**src/rtl/pipeline_pkg.sv**
```systemverilog
// Shared widths, FSM states and op encoding for the EX2 memory stage.
package pipeline_pkg;

    localparam int unsigned IMM_W  = 16;
    localparam int unsigned DATA_W = 64;
    localparam int unsigned REG_W  = 5;
    localparam int unsigned THR_W  = 3;
    localparam int unsigned ADDR_W = 16;

    typedef enum logic [1:0] {
        IDLE,
        REQ,
        WAIT_RESP
    } state_e;

    typedef enum logic [1:0] {
        OP_NONE,
        OP_INC,
        OP_LW,
        OP_SW
    } op_e;

    // Load wins over store, store over increment.
    function automatic op_e decode_op(
        input logic inc,
        input logic lw,
        input logic sw
    );
        if (lw)       return OP_LW;
        else if (sw)  return OP_SW;
        else if (inc) return OP_INC;
        else          return OP_NONE;
    endfunction

endpackage

```
**src/rtl/ex2_mem_stage.sv**
```systemverilog
// EX2 stage: increment, load/store via memory handshake, and
// per-thread register writeback; stalls upstream while memory is busy.
module ex2_mem_stage
    import pipeline_pkg::*;
#(
    parameter int unsigned IMMEDIATE_WIDTH   = IMM_W,
    parameter int unsigned DATA_WIDTH        = DATA_W,
    parameter int unsigned REG_INDEX_BITS    = REG_W,
    parameter int unsigned THREAD_INDEX_BITS = THR_W,
    parameter int unsigned ADDR_WIDTH        = ADDR_W
) (
    input  logic                         clk,
    input  logic                         reset,
    input  logic                         in_increment_flag,
    input  logic                         in_load_word_flag,
    input  logic                         in_store_word_flag,
    input  logic [IMMEDIATE_WIDTH-1:0]   in_immediate,
    input  logic [THREAD_INDEX_BITS-1:0] in_thread_index,
    input  logic [REG_INDEX_BITS-1:0]    in_reg_index,
    input  logic [DATA_WIDTH-1:0]        in_reg_data,
    output logic                         out_stall,
    output logic                         mem_req_valid,
    input  logic                         mem_req_ready,
    output logic                         mem_req_write,
    output logic [ADDR_WIDTH-1:0]        mem_req_addr,
    output logic [DATA_WIDTH-1:0]        mem_req_wdata,
    input  logic                         mem_resp_valid,
    input  logic [DATA_WIDTH-1:0]        mem_resp_rdata,
    output logic                         wb_valid,
    output logic [THREAD_INDEX_BITS-1:0] wb_thread_index,
    output logic [REG_INDEX_BITS-1:0]    wb_reg_index,
    output logic [DATA_WIDTH-1:0]        wb_data
);

    state_e                         state_q, state_d;
    op_e                            op;

    logic [THREAD_INDEX_BITS-1:0]   thr_q, thr_d;
    logic [REG_INDEX_BITS-1:0]      reg_q, reg_d;
    logic [DATA_WIDTH-1:0]          data_q, data_d;
    logic [ADDR_WIDTH-1:0]          addr_q, addr_d;
    logic                           write_q, write_d;

    logic                           wb_valid_q, wb_valid_d;
    logic [THREAD_INDEX_BITS-1:0]   wb_thr_q, wb_thr_d;
    logic [REG_INDEX_BITS-1:0]      wb_reg_q, wb_reg_d;
    logic [DATA_WIDTH-1:0]          wb_data_q, wb_data_d;

    assign op = decode_op(in_increment_flag,
                          in_load_word_flag,
                          in_store_word_flag);

    always_comb begin
        state_d    = state_q;
        thr_d      = thr_q;
        reg_d      = reg_q;
        data_d     = data_q;
        addr_d     = addr_q;
        write_d    = write_q;
        wb_valid_d = 1'b0;
        wb_thr_d   = wb_thr_q;
        wb_reg_d   = wb_reg_q;
        wb_data_d  = wb_data_q;
        case (state_q)
            IDLE: begin
                case (op)
                    OP_INC: begin
                        wb_valid_d = 1'b1;
                        wb_thr_d   = in_thread_index;
                        wb_reg_d   = in_reg_index;
                        wb_data_d  = in_reg_data + DATA_WIDTH'(1);
                    end
                    OP_LW, OP_SW: begin
                        thr_d   = in_thread_index;
                        reg_d   = in_reg_index;
                        data_d  = in_reg_data;
                        addr_d  = ADDR_WIDTH'(in_immediate);
                        write_d = (op == OP_SW);
                        state_d = REQ;
                    end
                    default: ;
                endcase
            end
            REQ: begin
                if (mem_req_ready)
                    state_d = write_q ? IDLE : WAIT_RESP;
            end
            WAIT_RESP: begin
                if (mem_resp_valid) begin
                    wb_valid_d = 1'b1;
                    wb_thr_d   = thr_q;
                    wb_reg_d   = reg_q;
                    wb_data_d  = mem_resp_rdata;
                    state_d    = IDLE;
                end
            end
            default: state_d = IDLE;
        endcase
    end

    always_ff @(posedge clk) begin
        if (reset) begin
            state_q    <= IDLE;
            thr_q      <= '0;
            reg_q      <= '0;
            data_q     <= '0;
            addr_q     <= '0;
            write_q    <= 1'b0;
            wb_valid_q <= 1'b0;
            wb_thr_q   <= '0;
            wb_reg_q   <= '0;
            wb_data_q  <= '0;
        end else begin
            state_q    <= state_d;
            thr_q      <= thr_d;
            reg_q      <= reg_d;
            data_q     <= data_d;
            addr_q     <= addr_d;
            write_q    <= write_d;
            wb_valid_q <= wb_valid_d;
            wb_thr_q   <= wb_thr_d;
            wb_reg_q   <= wb_reg_d;
            wb_data_q  <= wb_data_d;
        end
    end

    assign out_stall       = (state_q != IDLE);
    assign mem_req_valid   = (state_q == REQ);
    assign mem_req_write   = write_q;
    assign mem_req_addr    = addr_q;
    assign mem_req_wdata   = data_q;
    assign wb_valid        = wb_valid_q;
    assign wb_thread_index = wb_thr_q;
    assign wb_reg_index    = wb_reg_q;
    assign wb_data         = wb_data_q;

endmodule

```
**config.mk**
```make
export PLATFORM = sky130hd
export DESIGN_NAME = ex2_mem_stage
export DESIGN_NICKNAME = d
export VERILOG_FILES = /design/src/rtl/pipeline_pkg.sv /design/src/rtl/ex2_mem_stage.sv
export SDC_FILE = /design/constraint.sdc
export NUM_CORES = 1
export LEC_CHECK = 0
export ABC_AREA = 1
export CORE_MARGIN = 5
export CORE_UTILIZATION = 40
export DETAILED_ROUTE_END_ITERATION = 12
export PLACE_DENSITY = 0.76
export REMOVE_ABC_BUFFERS = 1
export SLEW_MARGIN = 20
export SYNTH_ARGS = -nofsm -noshare
export SYNTH_HDL_FRONTEND = slang
export SYNTH_SLANG_ARGS = --single-unit
```
**constraint.sdc**
```tcl
create_clock -name clk -period 4 [get_ports clk]
set_input_delay 0.6 -clock clk [delete_from_list [all_inputs] [get_ports clk]]
set_output_delay 0.6 -clock clk [all_outputs]
set_load 0.1 [all_outputs]
```
==> results by group, run 1 <==
Outcome
  • Status: finished clean

Place
  • DP HPWL: roughly 25000 um
  • Placed Instances: 1848
  • GP Congestion: 0.939
  • Port buffer count: around 310
  • Worst slack, placed: 1.32 ns
  • Placed Area: around 12000 um2

Synth
  • Mapped cell area: 8490 um2
  • Largest cells by area after synthesis: dfxtp_1, nand2_1, a21oi_1
  • Async SR Flop Fraction: 0
  • Yosys cell types: 27
  • Synth Area in Compound Gates: 0.161
  • Post-Synth XOR/XNOR Area: 0.0237
  • Yosys warning count: 0
  • Most frequent cell after synthesis: nand2_1
  • Synth Flop Type: dfxtp_1
  • Largest family of logic cells by synthesized area: simple AND/OR/NAND/NOR gates
  • Seq/Total Area, Yosys: 0.387
  • Mean Syn Cell Area: around 6.4 um2
  • Post-synthesis mux area share: 0
  • Post-synth top area share: 0.387
  • Synth cell count leaders: nand2_1, nor2_1, a21oi_1
  • Mapped Cells: 1326
  • Simple-gate share of the synthesized area: 0.370
  • Post-synth EDFFs: 0
  • Adder-cell area share of the yosys netlist: 0.00147
  • Synth Register Bits: 164
  • Synth area leader: dfxtp_1

Finish
  • P&R area growth vs syn: 45.9%
  • Final Instance Area: roughly 12000 um2
  • Post-Route Utilization: 0.591
  • Storage cell area: approximately 3300 um2
  • Fillers: around 2.0k
  • Final std cells w/o fill: 1880
  • Ratio of cells with drive above 1 in the final layout: 0.0505
  • Area used by multi-input combinational logic: between 4000 and 5000 um2
  • Fin nets: 1752
  • Antenna cells: 0

Setup path
  • Crit path required time: 3.40 ns
  • CP endpoint kind: output port
  • Startpoint type of the worst setup path: register
  • Crit Path Max Fanout: 3
  • Reg2Reg Setup Slack: 1.68 ns
  • Critical path class: register to output port
  • Crit path DAT: 2.28 ns

Timing
  • Setup violators final: 0
  • Minimum clock period: 2.88 ns
  • Max Freq: 347 MHz
  • Max_slew headroom: 0.280
  • PnR worst setup slack: between 1 and 1.5 ns
  • Final hold vios: 0
  • Fin crit share: 0.721
  • Clock Skew: 0.00873 ns
  • Pins Over Slew Limit: 0
  • WHS: 0.461 ns
  • Actual slew at the worst max-slew pin: 1.08 ns
  • Unrepaired setup endpoints after global routing: false
  • Setup TNS: 0 ns

Floorplan
  • Die height: 156 um
  • Chip width: 156 um
  • Die area: 24300 um2
  • Core Area: 21000 um2
  • Ports: between 300 and 400
  • Starting density of the core: 0.405
  • Row Count: 53

Route
  • TritonRoute pass-1 iters: 5
  • WL/cell: 17.9 um
  • DR vias/cell: 5.25
  • Vias: 9879
  • Post-route DRC: 0
  • Final WL: 33700 um
  • Initial DRC count: roughly 790
  • Post-DRT Antenna Nets: 0

Power
  • Peak VDD IR: 0.000291 V
  • Pwr/cell area: around 440 nW/um2
  • Final total power: 5.47 mW
  • Leakage: 4.78 nW

Clocking
  • Clock latency on the worst-skew pair: 0.43 ns
  • Clk Tree Root Cell: clkbuf_16
  • CTS sink cnt: 164
  • Hold buffer count at CTS: 0
  • CTS Buf Count: 17
  • Clk buf depth: 2
  • Clk slew on worst S/H paths: 0.07 ns
  • H-tree depth: 4
  • Post-CTS setup buffers: 0
  • Post-CTS sizing: 0
  • CTS tree: built

Flow run
  • Max-cap violation count: 0

GRT
  • Initial antenna violation count: 0
  • Vias in the first global route: approximately 9k
  • Overflow after GRT: 0
  • First-pass GRT wire length: ~50000 um
  • Gr usage total: 0.266
  • Pin count of the biggest net entering global routing: 91

Worst hold path
  • Hold Crit Class: register to register
==> layout make-up <==
class / count / area share
multi-input combinational: 1036 / 0.384
sequential: 164 / 0.265
timing repair buffer: 323 / 0.262
clock buffer: 18 / 0.0354
tap: 275 / 0.0278
inverter: 50 / 0.0153
clock inverter: 14 / 0.0110
==> metal layers <==
metal / global-route usage / vias to the layer above / share of wire
li1: - / 4871 / -
met1: 0.358 / 4553 / 0.43
met2: 0.434 / 405 / 0.47
met3: 0.0583 / 50 / 0.077
met4: 0.0688 / 0 / 0.019
met5: 0 / - / 0
==> logic make-up after synthesis <==
family | count (synthesis)
and+or+nand+nor | 743
AOI/OAI and AO/OA | 269
DFF | 164
buffers and inverters | 126
xor gates and xnor gates | 23
adders and majority gates | 1
==> flip-flops by register name, summed over array words and instances (netlist names) <==
| name | count |
|---|---|
| wb_reg_index | 5 |
| reg_q | 5 |
| wb_valid | 1 |
| mem_req_wdata | 64 |
| state_q | 2 |
| thr_q | 3 |
| wb_data | 64 |
| mem_req_addr | 16 |
| mem_req_write | 1 |
| wb_thread_index | 3 |
==> critical path: stages, from the launching register on <==
cell,delay [ns]
dfxtp_1,0.44
inv_1,0.06
nor2_1,0.17
clkdlybuf4s50_1,1.18
==> placed cells by master (no fill, tap or decap), drive strengths merged <==
cell	synthesis	layout
nand4	10	10
xnor2	19	19
inv	49	56
a21oi	186	186
ha	1	1
buf	14	10
nand3	132	132
dfxtp	164	164
or2	1	1
clkbuf	62	18
nand3b	4	4
a31oi	11	11
nor2	206	206
nand2	390	390
clkinv	1	5
clkdlybuf4s50	0	313
xor2	4	4
a211oi	2	2
o211ai	2	2
o21ai	68	68
clkinvlp	0	3
==> report_power, final <==
group	internal, mW	switching (mW)
Sequential	1.77	0.0711
Combinational	0.519	1.49
Clock	0.845	0.775
==> final timing paths <==
kind | from | end | cells after the start
worst max-delay path | state_q[0] | mem_req_valid | 3
worst min-delay path | mem_req_wdata[25] | mem_req_wdata[25] | 2
worst max register to register | state_q[1] | wb_data[40] | 10
worst min register to register | mem_req_wdata[25] | mem_req_wdata[25] | 2
(Power assumes the default switching activity.)
==> run 2: changes to the inputs <==
--- a/config.mk
+++ b/config.mk
@@ -9,7 +9,7 @@
 export CORE_MARGIN = 5
 export CORE_UTILIZATION = 40
 export DETAILED_ROUTE_END_ITERATION = 12
-export PLACE_DENSITY = 0.76
+export PLACE_DENSITY = 0.79
 export REMOVE_ABC_BUFFERS = 1
 export SLEW_MARGIN = 20
 export SYNTH_ARGS = -nofsm -noshare
==> constraint.sdc (replaced) <==
create_clock -name clk -period 2.45 [get_ports clk]
set_input_delay 0.3675 -clock clk [delete_from_list [all_inputs] [get_ports clk]]
set_output_delay 0.3675 -clock clk [all_outputs]
set_load 0.1 [all_outputs]
==> run 2 against run 1 <==
Against the previous run: utilization rose by 0.14 points; sequential share of layout area fell by 0.061 points; power is 68% higher; global-route usage grew 1.8 points; routed wire length grew 5.8%; clock power grew 79%; non-clock buffer count is 45 higher; first-iteration DRC count grew 0.76%; register-to-register slack worse by 1.0 ns; final cell count is 2.4% higher; hold slack improved by 0.0032 ns; via count increased by 3.6%; critical endpoint is now wb_data[63]; highest routed layer unchanged.
==> results by group, run 2 (synthesis results as in run 1) <==
Route
  • Initial DRC count: 793 (was 787)
  • Post-DRT Antenna Nets: 0 (unchanged)
  • WL/cell: 18.5 um (was 17.9 um)
  • DR vias/cell: 5.31 (was 5.25)
  • Vias: 10.2k (was 9879)
  • Final WL: 35700 um (was 33700 um)
  • TritonRoute pass-1 iters: 5 (unchanged)
  • Post-route DRC: 0 (unchanged)

Place
  • Worst slack, placed: -0.0290 ns (was 1.32 ns)
  • DP HPWL: 26100 um (was 24600 um)
  • GP Congestion: 0.997 (was 0.939)
  • Port buffer count: 314 (unchanged)

Clocking
  • Clk slew on worst S/H paths: 0.07 ns (about the same)
  • Post-CTS setup buffers: 0 (unchanged)
  • CTS tree: built (unchanged)
  • H-tree depth: 4 (unchanged)
  • Post-CTS sizing: 0 (unchanged)
  • CTS sink cnt: 164 (unchanged)
  • CTS Buf Count: 17 (unchanged)
  • Clk Tree Root Cell: clkbuf_16 (unchanged)
  • Hold buffer count at CTS: 0 (unchanged)
  • Clock latency on the worst-skew pair: 0.44 ns (was 0.43 ns)
  • Clk buf depth: 2 (unchanged)

Power
  • Sw Ratio: 0.417 (was 0.427)
  • Clk pwr share: 0.315 (was 0.296)
  • Internal: 5.35 mW (was 3.13 mW)
  • Switching pwr: 3.83 mW (was 2.33 mW)
  • Sequential share of power: 0.328 (was 0.337)
  • Leakage: 5.32 nW (was 4.78 nW)
  • Pwr/cell area: 740 nW/um2 (was 441 nW/um2)
  • Comb pwr share: 0.357 (was 0.367)
  • Peak VDD IR: 0.000495 V (was 0.000291 V)
  • Final total power: 9.19 mW (was 5.47 mW)

GRT
  • Initial antenna violation count: 1 (was 0)
  • Pin count of the biggest net entering global routing: 126 (was 91)
  • Gr usage total: 0.284 (was 0.266)
  • First-pass GRT wire length: 54400 um (was 51500 um)
  • Overflow after GRT: 0 (unchanged)
  • Vias in the first global route: 9920 (was 9209)

Timing
  • Fin crit share: 0.867
  • Setup violators final: 0 (unchanged)
  • Max_slew headroom: 0.570 (was 0.280)
  • Actual slew at the worst max-slew pin: 0.645 ns (was 1.08 ns)
  • Final hold vios: 0 (unchanged)
  • Pins Over Slew Limit: 0 (unchanged)
  • Unrepaired setup endpoints after global routing: false (unchanged)
  • Max Freq: around 470 MHz
  • Minimum clock period: 2.13 ns
  • PnR worst setup slack: 0.325 ns (was 1.12 ns)
  • Clock Skew: 0.0117 ns (was 0.00873 ns)

Finish
  • Fillers: 2012 (was 2019)
  • Fin nets: 1797 (was 1752)
  • P&R area growth vs syn: 46.2% (was 45.9%)
  • Post-Route Utilization: 0.593 (was 0.591)
  • Commonest non-fill, non-tap cell in the layout: nand2_1 (unchanged)
  • Ratio of cells with drive above 1 in the final layout: 0.170 (was 0.0505)
  • Most frequent cells in the layout: nand2_1, buf_4, nor2_1 (was nand2_1, clkdlybuf4s50_1, nor2_1)

Setup path
  • R2R cell count: 8 (was 10)
  • Startpoint type of the worst setup path: input pin (was register)
  • Worst flop-to-flop path endpoint: wb_data[35] (was wb_data[40])
  • Crit path required time: 2.75 ns (was 3.40 ns)
  • Crit path DAT: 2.42 ns (was 2.28 ns)
  • CP endpoint kind: register (was output port)
  • Buf/Inv on CP: 1 (was 2)
  • Most used cell, CP: nand2_1
  • Reg2Reg Setup Slack: 0.65 ns (was 1.68 ns)
  • Crit Path Max Fanout: 4 (was 3)
  • Largest stage delay on the critical path: 0.61 ns (was 1.18 ns)
  • Worst-path cell chain: clkdlybuf4s50_1, nand2_1, nor2_1, nand2_1, nor2_1, nand2_1, o21ai_0, nand3_1, nand2_1, a21oi_1 (was inv_1, nor2_1, clkdlybuf4s50_1)
  • R2r startpoint: state_q[0] (was state_q[1])
  • Critical path class: input pin to register (was register to output port)
  • CP max stage cell: clkdlybuf4s50_1 (unchanged)
  • CP delay by family, top: simple AND/OR/NAND/NOR gates (was buffers and inverters)

Flow run
  • Max-cap violation count: 0 (unchanged)

Outcome
  • Status: finished clean (unchanged)

Worst hold path
  • Hold Crit Class: register to register (unchanged)
  • Worst Hold Depth: 2 (unchanged)
  • Endpoint, Worst Hold: mem_req_wdata[50] (was mem_req_wdata[25])
  • Hold path start: mem_req_wdata[50] (was mem_req_wdata[25])

Floorplan
  • Die height: 156 um (unchanged)
  • Die area: 24300 um2 (unchanged)
  • Ports: 315 (unchanged)
  • Starting density of the core: 0.405 (unchanged)
  • Chip width: 156 um (unchanged)
  • Core Area: 21000 um2 (unchanged)
  • Row Count: 53 (unchanged)
[run 2: cell count changes in the layout (fill, tap and decap cells not counted), moves of 2 or more]
cell,previous run,this run
inv_8,4,1
clkinv_4,1,3
buf_12,3,6
buf_4,7,205
clkinvlp_4,3,1
bufinv_16,0,3
clkdlybuf4s50_1,313,157
[run 2: per-stage QoR]
stage | cells | area (um2) | hold WS (ns) | setup TNS [ns]
2_1_floorplan | 1250 | 8200 | 0.435 | -500.27
3_3_place_gp | 1893 | 11800 | 0.448 | -0.0610
3_5_place_dp | 1893 | 11800 | 0.452 | -0.0509
4_1_cts | 1925 | 12400 | 0.463 | 0
5_1_grt | 1926 | 12400 | 0.479 | 0
6_report | 1926 | 12400 | 0.464 | 0
[run 2: how the worst max path moves through the flow]
stage,startpoint,cells past startpoint,endpoint,slack (ns)
after global placement,in_reg_data[28],10,wb_data[37],-0.04
after global routing,in_reg_data[31],10,wb_data[63],0.07
final,in_reg_data[31],10,wb_data[63],0.32
after detailed placement,in_reg_data[28],10,wb_data[61],-0.03
after CTS,in_reg_data[28],10,wb_data[61],0.42
after floorplan,state_q[0],3,state_q[0],-3.52
[run 2: worst min-delay path, cell delays in order, from the launching register on]
cell	delay, ns
dfxtp_1	0.31
nand2_1	0.06
a21oi_1	0.05
[run 2: routing by layer]
layer  vias to the layer above  GRT usage  wire length, um
met5                         -          0                0
met4                         0      0.137             1660
met1                      4695      0.365            14600
li1                       4971          -                -
met2                       472      0.450            16300
met3                        93     0.0674             3130
[run 2: power groups by stage]
| stage | Clock (mW) | Combinational, mW | Sequential (mW) |
|---|---|---|---|
| final | 2.90 | 3.28 | 3.02 |
| after global routing | 3.05 | 3.42 | 3.04 |
| after CTS | 2.92 | 3.27 | 3.02 |
| after detailed placement | 0 | 3.27 | 3.07 |
| after global placement | 0 | 3.25 | 3.06 |
| after floorplan | 0 | 0.701 | 4.56 |
[run 2: layout make-up]
cell class	instances	area (um2)	share of cell area
diodes	1	2.50	0.000201
clock buffers	18	429	0.0346
clock inverters	14	188	0.0151
inverters	50	190	0.0153
multi-input cells	1036	4750	0.383
flip-flops and latches	164	3280	0.264
well taps	275	344	0.0277
repair buffers	368	3230	0.260
==> run 3: changes to the inputs <==
--- a/config.mk
+++ b/config.mk
@@ -6,7 +6,7 @@
 export NUM_CORES = 1
 export LEC_CHECK = 0
 export ABC_AREA = 1
-export CORE_MARGIN = 5
+export CORE_MARGIN = 2
 export CORE_UTILIZATION = 40
 export DETAILED_ROUTE_END_ITERATION = 12
 export PLACE_DENSITY = 0.79
==> run 3 against run 2 <==
Against the previous run: design area decreased by 0.38%; die area decreased by 7.6%; non-clock buffer count increased by 5; clock power decreased by 10%; combinational power about the same; maximum frequency increased by 4.3%; sequential share of layout area increased by 0.10 points; power decreased by 3.4%; first-iteration DRC count increased by 13%; final cell count increased by 0.21%; via count increased by 0.60%; hold slack got worse by 0.0014 ns; critical path type unchanged.
==> results by group, run 3 (synthesis results as in run 1) <==
Power
  • Leakage: 5.31 nW (was 5.32 nW)
  • Comb pwr share: 0.366 (was 0.357)
  • Pwr/cell area: 717 nW/um2 (was 740 nW/um2)
  • Peak VDD IR: 0.000454 V (was 0.000495 V)
  • Sw Ratio: 0.422 (was 0.417)
  • Sequential share of power: 0.340 (was 0.328)
  • Final total power: 8.88 mW (was 9.19 mW)
  • Switching pwr: 3.75 mW (was 3.83 mW)
  • Clk pwr share: 0.294 (was 0.315)
  • Internal: 5.13 mW (was 5.35 mW)

Route
  • Vias: 10.3k (was 10.2k)
  • Post-DRT Antenna Nets: 0 (unchanged)
  • WL/cell: 17.5 um (was 18.5 um)
  • Final WL: 33900 um (was 35700 um)
  • Initial DRC count: 897 (was 793)
  • Post-route DRC: 0 (unchanged)
  • TritonRoute pass-1 iters: 6 (was 5)
  • DR vias/cell: 5.33 (was 5.31)

Clocking
  • Clk slew on worst S/H paths: 0.07 ns (about the same)
  • Clk Tree Root Cell: clkbuf_16 (unchanged)
  • Clock latency on the worst-skew pair: 0.43 ns (was 0.44 ns)
  • CTS sink cnt: 164 (unchanged)
  • CTS tree: built (unchanged)
  • H-tree depth: 4 (unchanged)
  • CTS Buf Count: 17 (unchanged)
  • Post-CTS sizing: 0 (unchanged)
  • Clk buf depth: 2 (unchanged)
  • Hold buffer count at CTS: 0 (unchanged)
  • Post-CTS setup buffers: 0 (unchanged)

Setup path
  • Crit path DAT: 2.30 ns (was 2.42 ns)
  • R2R cell count: 9 (was 8)
  • Most used cell, CP: nand2_1 (unchanged)
  • Crit path required time: 2.72 ns (was 2.75 ns)
  • Largest stage delay on the critical path: 0.63 ns (was 0.61 ns)
  • CP max stage cell: clkdlybuf4s50_1 (unchanged)
  • Crit Path Max Fanout: 5 (was 4)
  • CP endpoint kind: register (unchanged)
  • Worst-path cell chain: clkdlybuf4s50_1, nand2_1, nor2_1, nand2_1, nor2_1, nand2_1, o21ai_0, nand3_1, nand2_1, a21oi_1 (unchanged)
  • Startpoint type of the worst setup path: input pin (unchanged)
  • Critical path class: input pin to register (unchanged)

Timing
  • Actual slew at the worst max-slew pin: 1.04 ns (was 0.645 ns)
  • Minimum clock period: 2.04 ns (was 2.13 ns)
  • Setup violators final: 0 (unchanged)
  • Unrepaired setup endpoints after global routing: false (unchanged)
  • Pins Over Slew Limit: 0 (unchanged)
  • Max_slew headroom: 0.308 (was 0.570)
  • Fin crit share: 0.831 (was 0.867)
  • Clock Skew: 0.00751 ns (was 0.0117 ns)
  • Max Freq: 491 MHz (was 471 MHz)
  • Final hold vios: 0 (unchanged)

Finish
  • Antenna cells: 0 (was 1)
  • Post-Route Utilization: 0.590 (was 0.593)
  • P&R area growth vs syn: 45.6% (was 46.2%)
  • Fin nets: 1802 (was 1797)
  • Ratio of cells with drive above 1 in the final layout: 0.172 (was 0.170)
  • Commonest non-fill, non-tap cell in the layout: nand2_1 (unchanged)
  • Most frequent cells in the layout: nand2_1, buf_4, nor2_1 (unchanged)

GRT
  • First-pass GRT wire length: 51400 um (was 54400 um)
  • Gr usage total: 0.293 (was 0.284)
  • Vias in the first global route: 9447 (was 9920)
  • Overflow after GRT: 0 (unchanged)
  • Initial antenna violation count: 0 (was 1)
  • Pin count of the biggest net entering global routing: 90 (was 126)

Place
  • DP HPWL: 24800 um (was 26100 um)
  • GP Congestion: 0.988 (was 0.997)
  • Port buffer count: 314 (unchanged)

Floorplan
  • Ports: 315 (unchanged)
  • Core Area: 21000 um2 (unchanged)
  • Chip width: 150 um (was 156 um)
  • Starting density of the core: 0.405 (unchanged)
  • Row Count: 53 (unchanged)
  • Die area: 22400 um2 (was 24300 um2)
  • Die height: 150 um (was 156 um)

Worst hold path
  • Hold Crit Class: register to register (unchanged)
  • Worst Hold Depth: 2 (unchanged)

Outcome
  • Status: finished clean (unchanged)

Flow run
  • Max-cap violation count: 0 (unchanged)
==> run 3: final timing paths <==
kind	from	endpoint	slack [ns]
max	in_reg_data[50]	wb_data[55]	0.41
min	reg_q[0]	reg_q[0]	0.46
max reg2reg	state_q[1]	wb_data[54]	0.59
min reg2reg	reg_q[0]	reg_q[0]	0.46
==> run 3: cell type report <==
class	count	area [um2]
fillers	1996	8580
multi-input cells	1036	4750
flip-flops and latches	164	3280
repair buffers	373	3240
clock buffers	19	433
well taps	275	344
inverters	50	190
clock inverters	13	126
==> run 3: metrics by stage <==
step	instances	instance area [um2]	setup slack [ns]	setup TNS, ns	hold WS, ns
finish	1930	12400	0.413	0	0.462
global route	1930	12400	0.293	0	0.476
CTS	1930	12400	0.428	0	0.463
detailed placement	1898	11800	0.0210	0	0.452
global placement	1898	11800	0.0190	0	0.448
floorplan	1250	8200	-3.52	-500.27	0.435
==> run 3: metal layers <==
metal | up-vias | wire length [um] | track usage
met5 | - | 0 | 0
met4 | 0 | 1100 | 0.107
met3 | 67 | 2450 | 0.0546
met2 | 446 | 15800 | 0.470
met1 | 4804 | 14500 | 0.394
li1 | 4975 | - | -
==> run 3: power groups by stage <==
stage | Sequential (mW) | Combinational [mW] | Clock, mW
2_1_floorplan | 4.56 | 0.701 | 0
3_3_place_gp | 3.07 | 3.22 | 0
3_5_place_dp | 3.07 | 3.23 | 0
4_1_cts | 3.02 | 3.24 | 2.63
5_1_grt | 3.04 | 3.39 | 2.75
6_report | 3.02 | 3.25 | 2.61
==> run 3: critical path, delay by kind of cell <==
family / cells / cell delay (ns)
and+or+nand+nor: 7 / 1.06
buffers and inverters: 1 / 0.63
AOI/OAI and AO/OA: 2 / 0.25
